===== src/rtl/alu_seq_if.sv =====
// Request/response handshake bundle for alu_seq_exec: operation request in, result out.
interface alu_seq_if #(parameter int XLEN = 32);
  logic            in_valid;
  logic            in_ready;
  logic [3:0]      alu_ctrl;
  logic [XLEN-1:0] op_a;
  logic [XLEN-1:0] op_b;
  logic            out_valid;
  logic            out_ready;
  logic [XLEN-1:0] result;
  logic            zero;

  modport master (
    output in_valid, alu_ctrl, op_a, op_b, out_ready,
    input  in_ready, out_valid, result, zero
  );
  modport slave (
    input  in_valid, alu_ctrl, op_a, op_b, out_ready,
    output in_ready, out_valid, result, zero
  );
endinterface


===== src/rtl/alu_seq_exec.sv =====
// EX-stage ALU: one op per valid/ready transaction; shifts iterate one bit per cycle
// unless ALU_SEQ_BARREL_SHIFT_EN is defined, which makes every op single-cycle.
module alu_seq_exec #(
  parameter int XLEN = 32
) (
  input  logic      clk,
  input  logic      rst_n,
  alu_seq_if.slave  bus
);
  localparam int SHAMT_W = $clog2(XLEN);

  localparam logic [3:0] ADD  = 4'b0000, SUB = 4'b0001, SLL = 4'b0010, SLT  = 4'b0011,
                         SLTU = 4'b0100, XOR = 4'b0101, SRL = 4'b0110, SRA  = 4'b0111,
                         OR   = 4'b1000, AND = 4'b1001, LUI = 4'b1010;

`ifdef ALU_SEQ_BARREL_SHIFT_EN
  typedef enum logic [1:0] {IDLE, DONE} state_t;
`else
  typedef enum logic [1:0] {IDLE, SHIFT, DONE} state_t;
`endif

  state_t state;

  function automatic logic [XLEN-1:0] alu_comb(input logic [3:0] c,
                                               input logic [XLEN-1:0] a,
                                               input logic [XLEN-1:0] b);
    logic [XLEN-1:0] r;
`ifdef ALU_SEQ_BARREL_SHIFT_EN
    logic [SHAMT_W-1:0] sh;
    sh = b[SHAMT_W-1:0];
`endif
    r = '0;
    case (c)
      ADD:  r = a + b;
      SUB:  r = a - b;
      SLT:  r = {{(XLEN-1){1'b0}}, ($signed(a) < $signed(b))};
      SLTU: r = {{(XLEN-1){1'b0}}, (a < b)};
      XOR:  r = a ^ b;
      OR:   r = a | b;
      AND:  r = a & b;
      LUI:  r = b;
`ifdef ALU_SEQ_BARREL_SHIFT_EN
      SLL:  r = a << sh;
      SRL:  r = a >> sh;
      SRA:  r = XLEN'($signed(a) >>> sh);
`else
      // only reached with shamt==0; nonzero shifts go through SHIFT
      SLL, SRL, SRA: r = a;
`endif
      default: r = '0;
    endcase
    return r;
  endfunction

  logic [XLEN-1:0] alu_res;
  assign alu_res = alu_comb(bus.alu_ctrl, bus.op_a, bus.op_b);

`ifndef ALU_SEQ_BARREL_SHIFT_EN
  logic [3:0]         op_ctrl;
  logic [XLEN-1:0]    acc;
  logic [XLEN-1:0]    acc_next;
  logic [SHAMT_W-1:0] cnt;
  logic [SHAMT_W-1:0] shamt_in;
  logic               is_shift;

  assign shamt_in = bus.op_b[SHAMT_W-1:0];
  assign is_shift = (bus.alu_ctrl == SLL) || (bus.alu_ctrl == SRL) || (bus.alu_ctrl == SRA);

  always_comb begin
    acc_next = acc;
    case (op_ctrl)
      SLL:     acc_next = acc << 1;
      SRL:     acc_next = acc >> 1;
      default: acc_next = {acc[XLEN-1], acc[XLEN-1:1]};
    endcase
  end
`endif

  always_ff @(posedge clk or negedge rst_n) begin
    if (!rst_n) begin
      state         <= IDLE;
      bus.in_ready  <= 1'b1;
      bus.out_valid <= 1'b0;
      bus.result    <= '0;
      bus.zero      <= 1'b1;
`ifndef ALU_SEQ_BARREL_SHIFT_EN
      op_ctrl       <= '0;
      acc           <= '0;
      cnt           <= '0;
`endif
    end else begin
      case (state)
        IDLE: if (bus.in_valid && bus.in_ready) begin
          bus.in_ready <= 1'b0;
`ifndef ALU_SEQ_BARREL_SHIFT_EN
          if (is_shift && (shamt_in != '0)) begin
            state   <= SHIFT;
            op_ctrl <= bus.alu_ctrl;
            acc     <= bus.op_a;
            cnt     <= shamt_in;
          end else
`endif
          begin
            state         <= DONE;
            bus.out_valid <= 1'b1;
            bus.result    <= alu_res;
            bus.zero      <= (alu_res == '0);
          end
        end
`ifndef ALU_SEQ_BARREL_SHIFT_EN
        SHIFT: begin
          acc <= acc_next;
          cnt <= cnt - SHAMT_W'(1);
          if (cnt == SHAMT_W'(1)) begin
            state         <= DONE;
            bus.out_valid <= 1'b1;
            bus.result    <= acc_next;
            bus.zero      <= (acc_next == '0);
          end
        end
`endif
        DONE: if (bus.out_ready) begin
          state         <= IDLE;
          bus.out_valid <= 1'b0;
          bus.in_ready  <= 1'b1;
        end
        default: begin
          state         <= IDLE;
          bus.in_ready  <= 1'b1;
          bus.out_valid <= 1'b0;
        end
      endcase
    end
  end
endmodule


===== src/flat_wrapper.sv =====
// flat-port wrapper written by rule: the top's interface ports become plain ports
module alu_seq_exec_flat 
#(
  parameter int XLEN = 32
)
  (clk, rst_n, bus_in_valid, bus_alu_ctrl, bus_op_a, bus_op_b, bus_out_ready, bus_in_ready, bus_out_valid, bus_result, bus_zero);
  alu_seq_if #(.XLEN(XLEN)) bus_i ();
  input  logic clk;
  input  logic rst_n;
  input wire logic [$bits(bus_i.in_valid)-1:0] bus_in_valid;
  input wire logic [$bits(bus_i.alu_ctrl)-1:0] bus_alu_ctrl;
  input wire logic [$bits(bus_i.op_a)-1:0] bus_op_a;
  input wire logic [$bits(bus_i.op_b)-1:0] bus_op_b;
  input wire logic [$bits(bus_i.out_ready)-1:0] bus_out_ready;
  output wire logic [$bits(bus_i.in_ready)-1:0] bus_in_ready;
  output wire logic [$bits(bus_i.out_valid)-1:0] bus_out_valid;
  output wire logic [$bits(bus_i.result)-1:0] bus_result;
  output wire logic [$bits(bus_i.zero)-1:0] bus_zero;
  assign bus_i.in_valid = bus_in_valid;
  assign bus_i.alu_ctrl = bus_alu_ctrl;
  assign bus_i.op_a = bus_op_a;
  assign bus_i.op_b = bus_op_b;
  assign bus_i.out_ready = bus_out_ready;
  assign bus_in_ready = bus_i.in_ready;
  assign bus_out_valid = bus_i.out_valid;
  assign bus_result = bus_i.result;
  assign bus_zero = bus_i.zero;
  alu_seq_exec #(.XLEN(XLEN)) u_core (.clk(clk), .rst_n(rst_n), .bus(bus_i));
endmodule

===== config.mk =====
export PLATFORM = sky130hd
export DESIGN_NAME = alu_seq_exec_flat
export DESIGN_NICKNAME = d
export VERILOG_FILES = /design/src/rtl/alu_seq_if.sv /design/src/rtl/alu_seq_exec.sv /design/src/flat_wrapper.sv
export SDC_FILE = /design/constraint.sdc
export NUM_CORES = 1
export LEC_CHECK = 0
export CORE_MARGIN = 4
export CORE_UTILIZATION = 40
export CTS_CLUSTER_DIAMETER = 100
export DETAILED_ROUTE_END_ITERATION = 12
export MAX_ROUTING_LAYER = met4
export PLACE_DENSITY_LB_ADDON = 0.1
export SLEW_MARGIN = 20
export SYNTH_ARGS = -nofsm -noshare
export SYNTH_HDL_FRONTEND = slang
export SYNTH_SLANG_ARGS = --single-unit
export TNS_END_PERCENT = 100

===== constraint.sdc =====
create_clock -name clk -period 3.6 [get_ports clk]
set_input_delay 0.72 -clock clk [delete_from_list [all_inputs] [get_ports clk]]
set_output_delay 0.72 -clock clk [all_outputs]
set_load 0.05 [all_outputs]

==> impl_metrics.env, run 1 <==
export IMPL_run_status="finished, violations left"
export IMPL_failed_checks="setup timing"
export IMPL_combPwrFrac=0.642
export IMPL_synthFlopType="dfrtp_1"
export IMPL_timing_critical_path_max_delay_family="simple AND/OR/NAND/NOR gates"
export IMPL_detail_route_iter0_violations=1295
export IMPL_detail_route_drc_violations=0
export IMPL_grt_max_degree=79
export IMPL_clkSinkCount=78
export IMPL_total_of_max_cap_violations=0
export IMPL_count_of_h_tree_levels_built_during_cts=3
export IMPL_grt_first_pass_wirelength_um=74500
export IMPL_synthArstFlopShare=1.00
export IMPL_share_of_layout_cells_above_drive_strength_1=0.401
export IMPL_cts_root_buf="clkbuf_16"
export IMPL_initial_core_util=0.408
export IMPL_worstPathMaxFanout=6
export IMPL_crit_path_cell_trace="buf_8 -> inv_4 -> ha_4 -> buf_6 -> a21o_1 -> a221oi_4 -> buf_4 -> nor3_4 -> nor3_4 -> buf_4 -> or4_4 -> a21o_1 -> o21bai_1 -> a32o_2 -> or4_4 -> nor4_4 -> a211o_1"
export IMPL_placed_cell_area_um2=14700
export IMPL_holdCritPathClass="input pin to async pin"
export IMPL_antenna_violating_nets_post_route=0
export IMPL_die_extent_in_x_um=169
export IMPL_fin_worst_hold_slack_ns=0.272
export IMPL_pre_cts_ws_ns=-1.42
export IMPL_detail_route_first_pass_iterations=5
export IMPL_power_clock_fraction=0.127
export IMPL_global_route_overflow_total=0
export IMPL_cellInternalPower_uw=3700
export IMPL_routed_via_density=5.81
export IMPL_setup_total_negative_slack_ns=-0.395
export IMPL_critPathRequiredTime_ns=3.88
export IMPL_worstSetupStartpointType="input pin"
export IMPL_globalRouteTotalUtil=0.342
export IMPL_final_setup_worst_slack_ns=-0.269
export IMPL_synth_ff_latch_count=78
export IMPL_final_common_cell="buf_4"
export IMPL_max_stage_delay_ns=0.54
export IMPL_place_congestion=1.06
export IMPL_finalHoldViolations=0
export IMPL_dp_final_hpwl_um=39200
export IMPL_yosys_warnings=0
export IMPL_rr_worst_depth=12
export IMPL_worstSkewPairLatency_ns=0.33
export IMPL_post_synth_instance_area_um2=10300
export IMPL_fin_crit_sh=1.07
export IMPL_cp_buffers_inverters=5
export IMPL_first_global_vias=12900
export IMPL_cp_end_kind="flop"
export IMPL_synthesis_area_per_instance_um2=7.06
export IMPL_clock_buffers_created_by_tritoncts=9
export IMPL_tritoncts_clock_tree="done"
export IMPL_period_needed_ns=3.87
export IMPL_power_net_switching_uw=3400
export IMPL_synth_cell_type_count=97
export IMPL_power_switching_share=0.479
export IMPL_path_class="input pin to flop"
export IMPL_fin_worst_skew_ns=0.00636
export IMPL_final_max_slew_violation_count=0
export IMPL_crit_path_top_delay_cell="or4_4"
export IMPL_most_common_layout_cells="482 x buf_4, 208 x nand2_1, 152 x o21ai_0"
export IMPL_wl_per_cell_um=21.2
export IMPL_r2r_end="u_core.bus.zero"
export IMPL_clock_transition_at_path_regs_ns=0.06
export IMPL_area_growth_synth_to_final_pct=62.7
export IMPL_totalWireLength_um=49400
export IMPL_placement_rows=58
export IMPL_syn_num_nets=1632
export IMPL_rr_startpoint="u_core.bus.in_ready"
export IMPL_boundaryPins=107
export IMPL_num_nets_final=2168
export IMPL_die_area_um2=28400
export IMPL_reg2reg_slack_ns=0.52
export IMPL_holdBufCountCts=0
export IMPL_synthesis_instances=1460
export IMPL_setup_violations=3
export IMPL_worstMarginPinSlew_ns=0.837
export IMPL_max_slew_margin_rel=0.438
export IMPL_timing_critical_path_arrival_ns=4.15
export IMPL_placeableCoreArea_um2=25300
export IMPL_irDropWorstVdd_mv=0.602
export IMPL_cts_path_max_buffers=2
export IMPL_portBuffers=106
export IMPL_number_of_enable_flip_flop_cells_after_synthesis=0
export IMPL_via_count=13600
export IMPL_worstSetupStartpoint="bus_op_a[4]"
export IMPL_max_freq_mhz=258
export IMPL_fraction_of_power_consumed_by_sequential_logic=0.230
export IMPL_final_area_um2=16800
export IMPL_power_per_cell_area_nw_per_um2=423
export IMPL_die_h_um=169
export IMPL_rsz_0062_raised_after_global_routing="yes"
export IMPL_number_of_antenna_violations_at_the_first_check_in_global_routing=3
export IMPL_synth_sequential_area_ratio=0.190
export IMPL_p_leak_uw=0.00774
==> stage by stage <==
step / utilization / std cells / power (uW)
3_3_place_gp: 0.584 / 2238 / 5700
2_1_floorplan: - / 1460 / 4000
6_report: 0.664 / 2334 / 7100
5_1_grt: 0.664 / 2334 / 7550
3_5_place_dp: 0.584 / 2238 / 5760
4_1_cts: 0.642 / 2293 / 6910
==> area by class of cell <==
cell class | count | area, um^2
Inverter | 115 | 447
Multi-Input combinational cell | 1167 | 8610
Timing Repair Buffer | 625 | 5050
Clock buffer | 12 | 246
Tap cell | 330 | 413
Sequential cell | 78 | 1950
Fill cell | 2245 | 8480
Antenna cell | 3 | 7.51
Clock inverter | 4 | 47.5
==> registers in the layout (all words and copies together) (netlist names) <==
signal / count
u_core.acc: 32
u_core.bus.result: 32
u_core.cnt: 5
u_core.op_ctrl: 4
u_core.state: 2
u_core.bus.in_ready: 1
u_core.bus.out_valid: 1
u_core.bus.zero: 1
==> synth_stat cells, types with 22 or more instances <==
cell type | number | area share
nand2_1 | 212 | 0.077
o21ai_0 | 170 | 0.083
inv_1 | 106 | 0.039
ha_1 | 98 | 0.12
nor2_1 | 95 | 0.035
a21oi_1 | 87 | 0.042
dfrtp_1 | 76 | 0.18
clkbuf_1 | 65 | 0.024
nand3_1 | 52 | 0.025
nor3_1 | 35 | 0.017
mux2i_1 | 25 | 0.024
nor4_1 | 25 | 0.015
nand2b_1 | 24 | 0.015
o211ai_1 | 22 | 0.016
==> how the worst max path moves through the flow <==
stage / slack, ns / cells past startpoint / to
6_report: -0.27 / 17 / u_core.bus.zero
5_1_grt: -0.33 / 15 / u_core.bus.zero
4_1_cts: -0.19 / 16 / u_core.bus.zero
3_5_place_dp: -1.42 / 15 / u_core.bus.zero
3_3_place_gp: -1.47 / 15 / u_core.bus.zero
2_1_floorplan: -0.09 / 14 / u_core.bus.zero
==> power groups by stage <==
stage                     logic (uW)  clock network, uW  registers, uW
after floorplan                 1860                  0           2140
after global placement          4080                  0           1620
after detailed placement        4130                  0           1630
after CTS                       4370                915           1630
after global routing            4900                949           1700
final                           4560                905           1640
==> logic make-up (layout without fill, tap and decap cells) <==
family	after synthesis	count (layout)	share of synthesized area
flip-flops	78	78	0.190
multiplexers	30	30	0.0297
AND/OR/NAND/NOR	538	538	0.250
AO/OA/AOI/OAI	490	490	0.314
buffers and inverters	215	756	0.0854
XOR/XNOR	9	9	0.00765
adder cells (fa/ha/maj)	100	100	0.123
other	0	3	0
==> per-layer routing <==
layer	wire [um]	vias to the layer above	GRT usage
met1	22100	6521	0.485
met2	21800	615	0.524
met5	0	-	-
li1	-	6335	-
met4	1510	0	0.0970
met3	4030	84	0.0299
==> repair_timing <==
action,in CTS,in global routing
pin swaps,70,61
buffers inserted,42,37
resized for setup,307,155
setup endpoints to repair,19,12
(Power assumes the default switching activity.)
==> run 2: changes to the inputs <==
Settings changed: CTS_CLUSTER_SIZE set to 10.
==> results of run 2 <==
The final DEF is identical to that of run 1; final timing and power are the same.
==> run 3: changes to the inputs <==
Settings changed: CORE_MARGIN 4 to 2.
==> impl_metrics.env, run 3 (same netlist as run 1, synthesis figures left out) <==
export IMPL_run_status="finished, violations left"
export IMPL_failed_checks="setup timing"
export IMPL_final_area_um2=16600
export IMPL_clock_transition_at_path_regs_ns=0.07
export IMPL_final_max_slew_violation_count=0
export IMPL_timing_critical_path_arrival_ns=4.21
export IMPL_max_stage_delay_ns=0.42
export IMPL_diodes=0
export IMPL_crit_path_top_delay_cell="a221o_1"
export IMPL_fin_worst_skew_ns=0.0106
export IMPL_portBuffers=106
export IMPL_die_area_um2=27100
export IMPL_antenna_violating_nets_post_route=0
export IMPL_rsz_0062_raised_after_global_routing="yes"
export IMPL_clkSinkCount=78
export IMPL_final_common_cell="buf_4"
export IMPL_final_setup_worst_slack_ns=-0.316
export IMPL_cts_root_buf="clkbuf_16"
export IMPL_fin_crit_sh=1.09
export IMPL_via_count=13300
export IMPL_share_of_layout_cells_above_drive_strength_1=0.383
export IMPL_rr_startpoint="u_core.bus.in_ready"
export IMPL_num_nets_final=2131
export IMPL_detail_route_drc_violations=0
export IMPL_reg2reg_slack_ns=0.51
export IMPL_area_growth_synth_to_final_pct=60.8
export IMPL_finalCoreUtilization=0.656
export IMPL_biggestRegsByFlops="u_core.acc (32), u_core.bus.result (32), u_core.cnt (5)"
export IMPL_die_h_um=165
export IMPL_initial_core_util=0.408
export IMPL_grt_first_pass_wirelength_um=72500
export IMPL_worstSetupStartpoint="bus_op_a[0]"
export IMPL_min_delay_worst_endpoint="u_core.op_ctrl[1]"
export IMPL_holdPathStages=1
export IMPL_worstSkewPairLatency_ns=0.35
export IMPL_detail_route_iter0_violations=1341
export IMPL_hold_path_startpoint="u_core.op_ctrl[1]"
export IMPL_routed_via_density=5.80
export IMPL_holdCritPathClass="flop to flop"
export IMPL_clock_buffers_created_by_tritoncts=9
export IMPL_totalWireLength_um=48400
export IMPL_period_needed_ns=3.92
export IMPL_placeableCoreArea_um2=25300
export IMPL_global_route_overflow_total=0
export IMPL_wl_per_cell_um=21.1
export IMPL_max_slew_margin_rel=0.329
export IMPL_placed_cell_area_um2=14700
export IMPL_max_freq_mhz=255
export IMPL_cp_end_kind="flop"
export IMPL_rr_worst_depth=12
export IMPL_detail_route_first_pass_iterations=5
export IMPL_timing_critical_path_max_delay_family="simple AND/OR/NAND/NOR gates"
export IMPL_crit_path_cell_trace="buf_8 -> inv_2 -> ha_4 -> inv_2 -> fa_2 -> nand2b_4 -> a2111oi_4 -> buf_4 -> or3_1 -> o211ai_1 -> a221o_1 -> nand4bb_4 -> nor4_4 -> buf_4 -> nand4_1 -> nor4_4 -> nand4b_1 -> nor4_2 -> a211o_1"
export IMPL_most_common_layout_cells="452 x buf_4, 209 x nand2_1, 145 x o21ai_0"
export IMPL_worstMarginPinSlew_ns=1.01
export IMPL_irDropWorstVdd_mv=0.624
export IMPL_cp_buffers_inverters=5
export IMPL_setup_violations=3
export IMPL_dp_final_hpwl_um=38000
export IMPL_power_per_cell_area_nw_per_um2=425
export IMPL_critPathRequiredTime_ns=3.89
export IMPL_fillers=2325
export IMPL_boundaryPins=107
export IMPL_first_global_vias=12400
export IMPL_cts_path_max_buffers=2
export IMPL_r2r_end="u_core.bus.zero"
export IMPL_globalRouteTotalUtil=0.359
export IMPL_tritoncts_clock_tree="done"
export IMPL_holdBufCountCts=0
export IMPL_total_of_max_cap_violations=0
export IMPL_die_extent_in_x_um=165
export IMPL_worstSetupStartpointType="input pin"
export IMPL_number_of_antenna_violations_at_the_first_check_in_global_routing=0
export IMPL_place_congestion=1.07
export IMPL_count_of_h_tree_levels_built_during_cts=3
export IMPL_placement_rows=58
export IMPL_grt_max_degree=79
export IMPL_finalHoldViolations=0
export IMPL_path_class="input pin to flop"
export IMPL_worstPathMaxFanout=3
export IMPL_p_leak_uw=0.00762
## run 3: cell count changes in the layout (fill, tap and decap cells not counted), sizes merged
cell,before,now
clkdlybuf4s15,1,9
dlymetal6s2s,3,5
bufinv,1,0
diode,3,0
clkdlybuf4s50,54,56
clkbuf,27,28
clkinvlp,1,2
dlygate4sd2,7,10
buf,545,490
clkinv,3,4
inv,114,115
## run 3: metal layers
metal,GRT usage,vias up,wire length [um]
met5,-,-,0
met3,0.0359,86,3470
li1,-,6248,-
met1,0.505,6372,22200
met2,0.551,608,21400
met4,0.0992,0,1340
## run 3: how the worst max path moves through the flow
stage                      endpoint  slack, ns  cells after the start
floorplan           u_core.bus.zero      -0.09                     14
global placement    u_core.bus.zero      -1.63                     16
detailed placement  u_core.bus.zero      -1.62                     16
CTS                 u_core.bus.zero      -0.39                     17
global route        u_core.bus.zero      -0.42                     19
finish              u_core.bus.zero      -0.32                     19
## run 3: layout make-up
class	count	area [um^2]	share of cell area
repair buffers	588	4780	0.288
multi-input cells	1167	8710	0.526
inverters	115	434	0.0262
well taps	330	413	0.0249
clock buffers	10	239	0.0144
clock inverters	6	46.3	0.00279
flip-flops and latches	78	1950	0.118
## run 3: stage by stage
stage / setup WS, ns / cells / hold slack [ns] / total power (uW) / TNS [ns]
3_5_place_dp: -1.62 / 2233 / 0.450 / 5750 / -18.79
6_report: -0.316 / 2294 / 0.464 / 7040 / -0.553
4_1_cts: -0.388 / 2266 / 0.466 / 6850 / -0.570
5_1_grt: -0.418 / 2294 / 0.500 / 7500 / -1.17
3_3_place_gp: -1.63 / 2233 / 0.443 / 5690 / -19.08
2_1_floorplan: -0.0894 / 1460 / 0.424 / 4000 / -0.0894
## run 3: report_power, final
group,switching [uW],internal (uW),leakage (uW)
Combinational,2700,1840,0.00650
Sequential,352,1280,0.000988
Clock,382,489,0.000135
## run 3: worst register-to-register path, delay by kind of cell (launching register included)
family | cells | cell delay [ns]
simple gates | 8 | 1.69
flops | 1 | 0.55
buf+inv | 1 | 0.15
compound gates | 3 | 0.66
## run 3: timing repair
item	CTS	global route
pin swaps	60	60
gates resized for setup	267	149
endpoints found under the setup margin	20	14
endpoints found under the hold margin	0	0
buffers inserted	18	28
